--- src/rtl/me_bank_pkg.sv ---
// me_bank_pkg: constants and FSM state shared by the reference-window bank reader and writer
package me_bank_pkg;
    localparam int PIXEL      = 8;
    localparam int WORD_W     = 8 * PIXEL;
    localparam int SEG_ROWS   = 24;
    localparam int NUM_SEGS   = 4;
    localparam int BANK_DEPTH = SEG_ROWS * NUM_SEGS;
    localparam int ADDR_W     = 7;
    localparam int ROW_W      = 5;
    localparam int BANK_W     = 3;
    localparam int SEG_W      = $clog2(NUM_SEGS);
    localparam int CRED_W     = $clog2(NUM_SEGS + 1);
    localparam int BEAT_W     = WORD_W + BANK_W + ROW_W + 1;
    typedef enum logic [1:0] {IDLE, READ, DRAIN} state_t;
endpackage

--- src/rtl/ref_skid_fifo2.sv ---
// ref_skid_fifo2: 2-entry FIFO of captured beats {data, bank, row, last}; head drives the stream
module ref_skid_fifo2
    import me_bank_pkg::*;
(
    input  logic              clk,
    input  logic              rst_n,
    input  logic              clr,
    input  logic              push,
    input  logic              pop,
    input  logic [BEAT_W-1:0] din,
    output logic [BEAT_W-1:0] dout,
    output logic [1:0]        count
);
    logic [BEAT_W-1:0] mem_q [2];
    logic [BEAT_W-1:0] mem_d [2];
    logic       wp_q, wp_d, rp_q, rp_d;
    logic [1:0] cnt_q, cnt_d;
    always_comb begin
        mem_d = mem_q;
        wp_d  = wp_q;
        rp_d  = rp_q;
        cnt_d = cnt_q + 2'(push) - 2'(pop);
        if (push) begin
            mem_d[wp_q] = din;
            wp_d        = ~wp_q;
        end
        if (pop) rp_d = ~rp_q;
        if (clr) begin
            wp_d  = 1'b0;
            rp_d  = 1'b0;
            cnt_d = 2'd0;
        end
    end
    always_ff @(posedge clk or negedge rst_n) begin
        if (!rst_n) begin
            mem_q <= '{default: '0};
            wp_q  <= 1'b0;
            rp_q  <= 1'b0;
            cnt_q <= 2'd0;
        end else begin
            mem_q <= mem_d;
            wp_q  <= wp_d;
            rp_q  <= rp_d;
            cnt_q <= cnt_d;
        end
    end
    assign dout  = mem_q[rp_q];
    assign count = cnt_q;
endmodule

--- src/rtl/ref_bank_reader.sv ---
// ref_bank_reader: reads completed segments row-major across all banks into a valid/ready stream
module ref_bank_reader
    import me_bank_pkg::*;
#(
    parameter int NUM_BANKS = 4
) (
    input  logic                        clk,
    input  logic                        rst_n,
    input  logic                        flush,
    input  logic                        rd_enable,
    input  logic                        wr_seg_done,
    output logic                        seg_free,
    output logic [ADDR_W-1:0]           mem_addr,
    output logic [NUM_BANKS-1:0]        mem_cen_n,
    input  logic [NUM_BANKS*WORD_W-1:0] mem_q,
    output logic                        out_valid,
    input  logic                        out_ready,
    output logic [WORD_W-1:0]           out_data,
    output logic [2:0]                  out_bank,
    output logic [4:0]                  out_row,
    output logic                        out_last,
    output logic                        ovf_err
);
    state_t            state_q, state_d;
    logic [CRED_W-1:0] credit_q, credit_d;
    logic [SEG_W-1:0]  seg_ptr_q, seg_ptr_d;
    logic [ADDR_W-1:0] base_q, base_d;
    logic [ROW_W-1:0]  row_q, row_d, cap_row_q, cap_row_d;
    logic [BANK_W-1:0] bank_q, bank_d, cap_bank_q, cap_bank_d;
    logic              inflight_q, inflight_d, cap_last_q, cap_last_d;
    logic              seg_free_q, seg_free_d, ovf_q, ovf_d;
    logic [1:0]        fifo_count;
    logic [BEAT_W-1:0] head;
    logic              pop, issue, last_pos, bank_end, done, wr_ok;
    assign pop      = out_valid && out_ready;
    assign bank_end = bank_q == BANK_W'(NUM_BANKS - 1);
    assign last_pos = bank_end && row_q == ROW_W'(SEG_ROWS - 1);
    // a beat popped this cycle frees its slot, which keeps 1 beat/clk with two buffer entries
    assign issue    = state_q == READ && rd_enable && !flush
                      && (int'(fifo_count) - int'(pop) + int'(inflight_q)) < 2;
    assign done     = state_q == DRAIN && inflight_q && cap_last_q;
    assign wr_ok    = wr_seg_done && (credit_q != CRED_W'(NUM_SEGS) || seg_free_q);
    assign mem_addr  = base_q + ADDR_W'(row_q);
    assign mem_cen_n = ~(NUM_BANKS'(issue) << bank_q);
    always_comb begin
        credit_d   = credit_q + CRED_W'(wr_ok) - CRED_W'(seg_free_q);
        ovf_d      = ovf_q || (wr_seg_done && !wr_ok);
        seg_ptr_d  = seg_ptr_q;
        base_d     = base_q;
        row_d      = row_q;
        bank_d     = bank_q;
        inflight_d = issue;
        cap_bank_d = bank_q;
        cap_row_d  = row_q;
        cap_last_d = last_pos;
        seg_free_d = done;
        // credit drops only at the end of the seg_free cycle, so IDLE must not restart before then
        state_d    = (state_q == IDLE && credit_q != '0 && !seg_free_q) ? READ
                   : (state_q == READ && issue && last_pos) ? DRAIN
                   : done ? IDLE : state_q;
        if (issue && !last_pos) begin
            bank_d = bank_end ? '0 : bank_q + 1'b1;
            row_d  = bank_end ? row_q + 1'b1 : row_q;
        end
        if (done) begin
            row_d     = '0;
            bank_d    = '0;
            seg_ptr_d = (seg_ptr_q == SEG_W'(NUM_SEGS - 1)) ? '0 : seg_ptr_q + 1'b1;
            base_d    = (seg_ptr_q == SEG_W'(NUM_SEGS - 1)) ? '0 : base_q + ADDR_W'(SEG_ROWS);
        end
        if (flush) begin
            state_d    = IDLE;
            credit_d   = '0;
            seg_ptr_d  = '0;
            base_d     = '0;
            row_d      = '0;
            bank_d     = '0;
            inflight_d = 1'b0;
            seg_free_d = 1'b0;
            ovf_d      = ovf_q;
        end
    end
    always_ff @(posedge clk or negedge rst_n) begin
        if (!rst_n) begin
            state_q    <= IDLE;
            credit_q   <= '0;
            seg_ptr_q  <= '0;
            base_q     <= '0;
            row_q      <= '0;
            bank_q     <= '0;
            inflight_q <= 1'b0;
            cap_bank_q <= '0;
            cap_row_q  <= '0;
            cap_last_q <= 1'b0;
            seg_free_q <= 1'b0;
            ovf_q      <= 1'b0;
        end else begin
            state_q    <= state_d;
            credit_q   <= credit_d;
            seg_ptr_q  <= seg_ptr_d;
            base_q     <= base_d;
            row_q      <= row_d;
            bank_q     <= bank_d;
            inflight_q <= inflight_d;
            cap_bank_q <= cap_bank_d;
            cap_row_q  <= cap_row_d;
            cap_last_q <= cap_last_d;
            seg_free_q <= seg_free_d;
            ovf_q      <= ovf_d;
        end
    end
    ref_skid_fifo2 u_fifo (
        .clk   (clk),
        .rst_n (rst_n),
        .clr   (flush),
        .push  (inflight_q),
        .pop   (pop),
        .din   ({mem_q[int'(cap_bank_q)*WORD_W +: WORD_W], cap_bank_q, cap_row_q, cap_last_q}),
        .dout  (head),
        .count (fifo_count)
    );
    assign out_valid = fifo_count != 2'd0;
    assign {out_data, out_bank, out_row, out_last} = head;
    assign seg_free  = seg_free_q;
    assign ovf_err   = ovf_q;
endmodule

--- config.mk ---
export PLATFORM = sky130hd
export DESIGN_NAME = ref_bank_reader
export DESIGN_NICKNAME = d
export VERILOG_FILES = /design/src/rtl/me_bank_pkg.sv /design/src/rtl/ref_skid_fifo2.sv /design/src/rtl/ref_bank_reader.sv
export SDC_FILE = /design/constraint.sdc
export NUM_CORES = 1
export LEC_CHECK = 0
export CAP_MARGIN = 20
export CORE_MARGIN = 1
export CORE_UTILIZATION = 30
export CTS_BUF_LIST = sky130_fd_sc_hd__clkbuf_8 sky130_fd_sc_hd__clkbuf_16
export CTS_CLUSTER_DIAMETER = 100
export DETAILED_ROUTE_END_ITERATION = 12
export DONT_BUFFER_PORTS = 1
export SETUP_SLACK_MARGIN = 0.4
export SYNTH_ARGS = -nofsm -noshare
export SYNTH_HDL_FRONTEND = slang
export SYNTH_SLANG_ARGS = --single-unit
--- constraint.sdc ---
create_clock -name clk -period 5.3 [get_ports clk]
set_input_delay 0.53 -clock clk [delete_from_list [all_inputs] [get_ports clk]]
set_output_delay 0.53 -clock clk [all_outputs]
set_load 0.01 [all_outputs]
==> flow_summary.json <==
{
  "syn_avg_cell_area_um2": 10.3,
  "fmax_mhz": 347,
  "status": "finished, final reports clean",
  "synth-async-reset-ratio_pct": 100,
  "die_area_um2": 34000,
  "synth_top_area_share_pct": 45.4,
  "crit_fanout": 10,
  "grt_pass1_vias": 6525,
  "wirelength_um": 24600,
  "min_path_type": "in -> async",
  "ant_nets": 0,
  "grt_usage_pct": 14.3,
  "syn_area_um2": 9990,
  "drv_slew": 0,
  "portBuffers": 0,
  "cts_buffers": 17,
  "die-width_um": 184,
  "cts_hold_buf": 1,
  "synth-seq-cells": 181,
  "antenna_cells": 0,
  "fin_ws_ns": 2.41,
  "yosysWarnings": 0,
  "fin_setup_tns_ns": 0,
  "clk_pin_slew_worst_paths_ns": 0.07,
  "route.detailed.drc": 0,
  "cts_tree": "built",
  "synth_nets": 1245,
  "p_leak_nw": 4.68,
  "worstReg2RegStart": "cap_bank_q[1]$_DFF_PN0_",
  "critPathLaunchType": "flip-flop",
  "initial_core_util_pct": 30.6,
  "dpl_worst_slack_ns": 2.80,
  "p_sw_mw": 1.57,
  "post_cts_resized": 0,
  "synthTopCellsByArea": "dfrtp_1 (45%), mux2_2 (14%), mux2i_1 (6.5%)",
  "hold_viol": 0,
  "clockBufferDepth": 2,
  "core_area_um2": 32600,
  "firstDrtPassIters": 4,
  "syn_inst": 971,
  "drt_first_iter_violations": 297,
  "clk_latency_ns": 0.44,
  "grt_pass1_wl_um": 37000,
  "dieHeight_um": 184,
  "crit_type": "reg -> out",
  "htreeDepth": 4,
  "area.growth.synth_to_final_pct": 9.20,
  "worst_pin_slew_ns": 1.10,
  "grt_overflow_total": 0,
  "max_slew_margin_pct": 26.7,
  "clockPowerShare_pct": 28.2,
  "nets": 1199,
  "swShare_pct": 33.3,
  "seq_area_frac_synth_pct": 45.4,
  "num_vias": 6754,
  "comb_power_share_pct": 26.8,
  "p_per_area_nw_per_um2": 431,
  "routabilityCongestion": 0.801,
  "maxCapViolCount": 0,
  "vdd_drop_max_mv": 0.193,
  "cp-startpoint": "u_fifo.count[0]$_DFF_PN0_",
  "rsz0062_at_grt": "no",
  "grt_max_degree": 182,
  "endpoint_kind": "primary output",
  "finalClockSkew_ns": 0.0117,
  "antenna_found_initial": 0,
  "row_count": 66,
  "hpwlAfterDp_um": 16400,
  "routedWlPerCell_um": 17.8,
  "drive_gt1_share_pct": 25.7,
  "num_io_pins": 349,
  "intPower_mw": 3.14,
  "via_per_inst": 4.89,
  "setup_violations": 0,
  "fin_crit_sh_pct": 54.5,
  "post_cts_buffers": 0,
  "p_seq_share_pct": 45.0,
  "ys_types": 45,
  "synth_edf_count": 0,
  "crit_required_ns": 4.77,
  "cts-root-buf": "clkbuf_16",
  "fin_crit_ns": 2.89,
  "cp.arrival_ns": 2.36,
  "cts.sinks": 181,
  "synth.largest_area_cell": "dfrtp_1",
  "synthFlopType": "dfrtp_1"
}
## critical path: stages (launching register included)
cell and delay [ns]:
dfrtp_1 0.38, nand3b_1 0.20, o21ai_0 0.14, ha_1 0.21, inv_1 0.05, fa_1 0.35, and4bb_1 0.22, nand2_2 0.16
nor3_1 0.09, nand2b_1 0.13
## cell type report
type / count / area, µm²
Clock inverter: 14 / 174
Multi-Input combinational cell: 703 / 5030
Timing Repair Buffer: 9 / 120
Fill cell: 3306 / 21700
Clock buffer: 18 / 439
Sequential cell: 181 / 4540
Tap cell: 442 / 553
Inverter: 13 / 48.8
## synthesized netlist by cell type (all sizes together), types with 3 or more instances
| cell type | count |
|---|---|
| dfrtp | 181 |
| mux2 | 155 |
| nand2 | 143 |
| o21ai | 136 |
| nor2 | 72 |
| a21oi | 69 |
| mux2i | 65 |
| buf | 47 |
| clkbuf | 27 |
| inv | 13 |
| ha | 10 |
| nand2b | 4 |
| nand3 | 4 |
| nor2b | 4 |
| nor3 | 4 |
| xnor2 | 4 |
| xor2 | 4 |
| nand4b | 3 |
| or2 | 3 |
## worst paths after layout
check / end / slack, ns / cells past startpoint
setup / recovery: mem_cen_n[0] / 2.41 / 9
hold / removal: credit_q[2]$_DFF_PN0_ / 0.01 / 1
setup reg to reg: u_fifo.mem_q[107]$_DFFE_PN0P_ / 2.96 / 5
hold reg to reg: cap_row_q[4]$_DFF_PN0_ / 0.47 / 0
max in group asynchronous: u_fifo.mem_q[138]$_DFFE_PN0P_ / 4.34 / 1
min in group clk: u_fifo.rp_q$_DFFE_PN0P_ / 0.15 / 1
## cells by family (layout without fill, tap and decap cells)
kind of cell | Yosys count | count (layout) | share of synthesized area [%]
simple gates | 248 | 248 | 10.3
buf+inv | 87 | 54 | 4.38
xor+xnor | 8 | 8 | 0.702
compound gates | 215 | 215 | 12.3
mux | 220 | 220 | 25.3
flops | 181 | 181 | 45.4
fa+ha+maj | 12 | 12 | 1.65
## through the flow
step	hold WS (ns)	instance area, µm²	utilization, %	total power [mW]	instances
final	0.0121	10900	33.4	4.70	1380
after floorplan	0.234	9990	-	3.09	971
after detailed placement	0.244	10200	31.4	3.39	1346
after global routing	0.116	10900	33.4	5.03	1380
after global placement	0.244	10200	31.4	3.34	1346
after CTS	0.120	10900	33.3	4.77	1379
## per-layer routing
metal  track usage (%)  up-vias  routed length, µm
met5                 0        -                  0
met4              3.37        0                243
met3              4.56       19               1600
met2              23.4      190              11700
met1              18.2     3274              11000
li1                  -     3271                  -
## layout by cell type, fill, tap and decap left out, types with 4 or more instances in the layout
cell	synthesis	final
a21oi_2	34	34
nand2_1	142	141
nor2_1	72	72
inv_1	12	12
o21ai_1	114	114
mux2_2	121	121
xor2_1	4	4
xnor2_1	4	4
o21ai_0	22	22
dfrtp_1	181	178
buf_4	7	6
nor3_1	4	4
nand3_1	4	4
mux2i_1	65	65
mux2_4	34	34
nor2b_1	4	4
ha_1	10	10
a21oi_1	35	35
clkinvlp_4	0	4
clkbuf_16	0	17
## state kept, by name (all words and copies together) (netlist names), 2 cells and up
name	flops
u_fifo.mem_q	146
base_q	4
cap_row_d	5
state_q	2
cap_row_q	5
bank_q	3
credit_q	3
u_fifo.count	2
seg_ptr_q	2
cap_bank_q	3
## power groups by stage
stage	clock [mW]	combinational [mW]	sequential, mW
2_1_floorplan	0	1.05	2.04
3_3_place_gp	0	1.22	2.12
3_5_place_dp	0	1.24	2.15
4_1_cts	1.37	1.28	2.12
5_1_grt	1.43	1.42	2.18
6_report	1.33	1.26	2.12
Power figures use the tool's default switching activity.
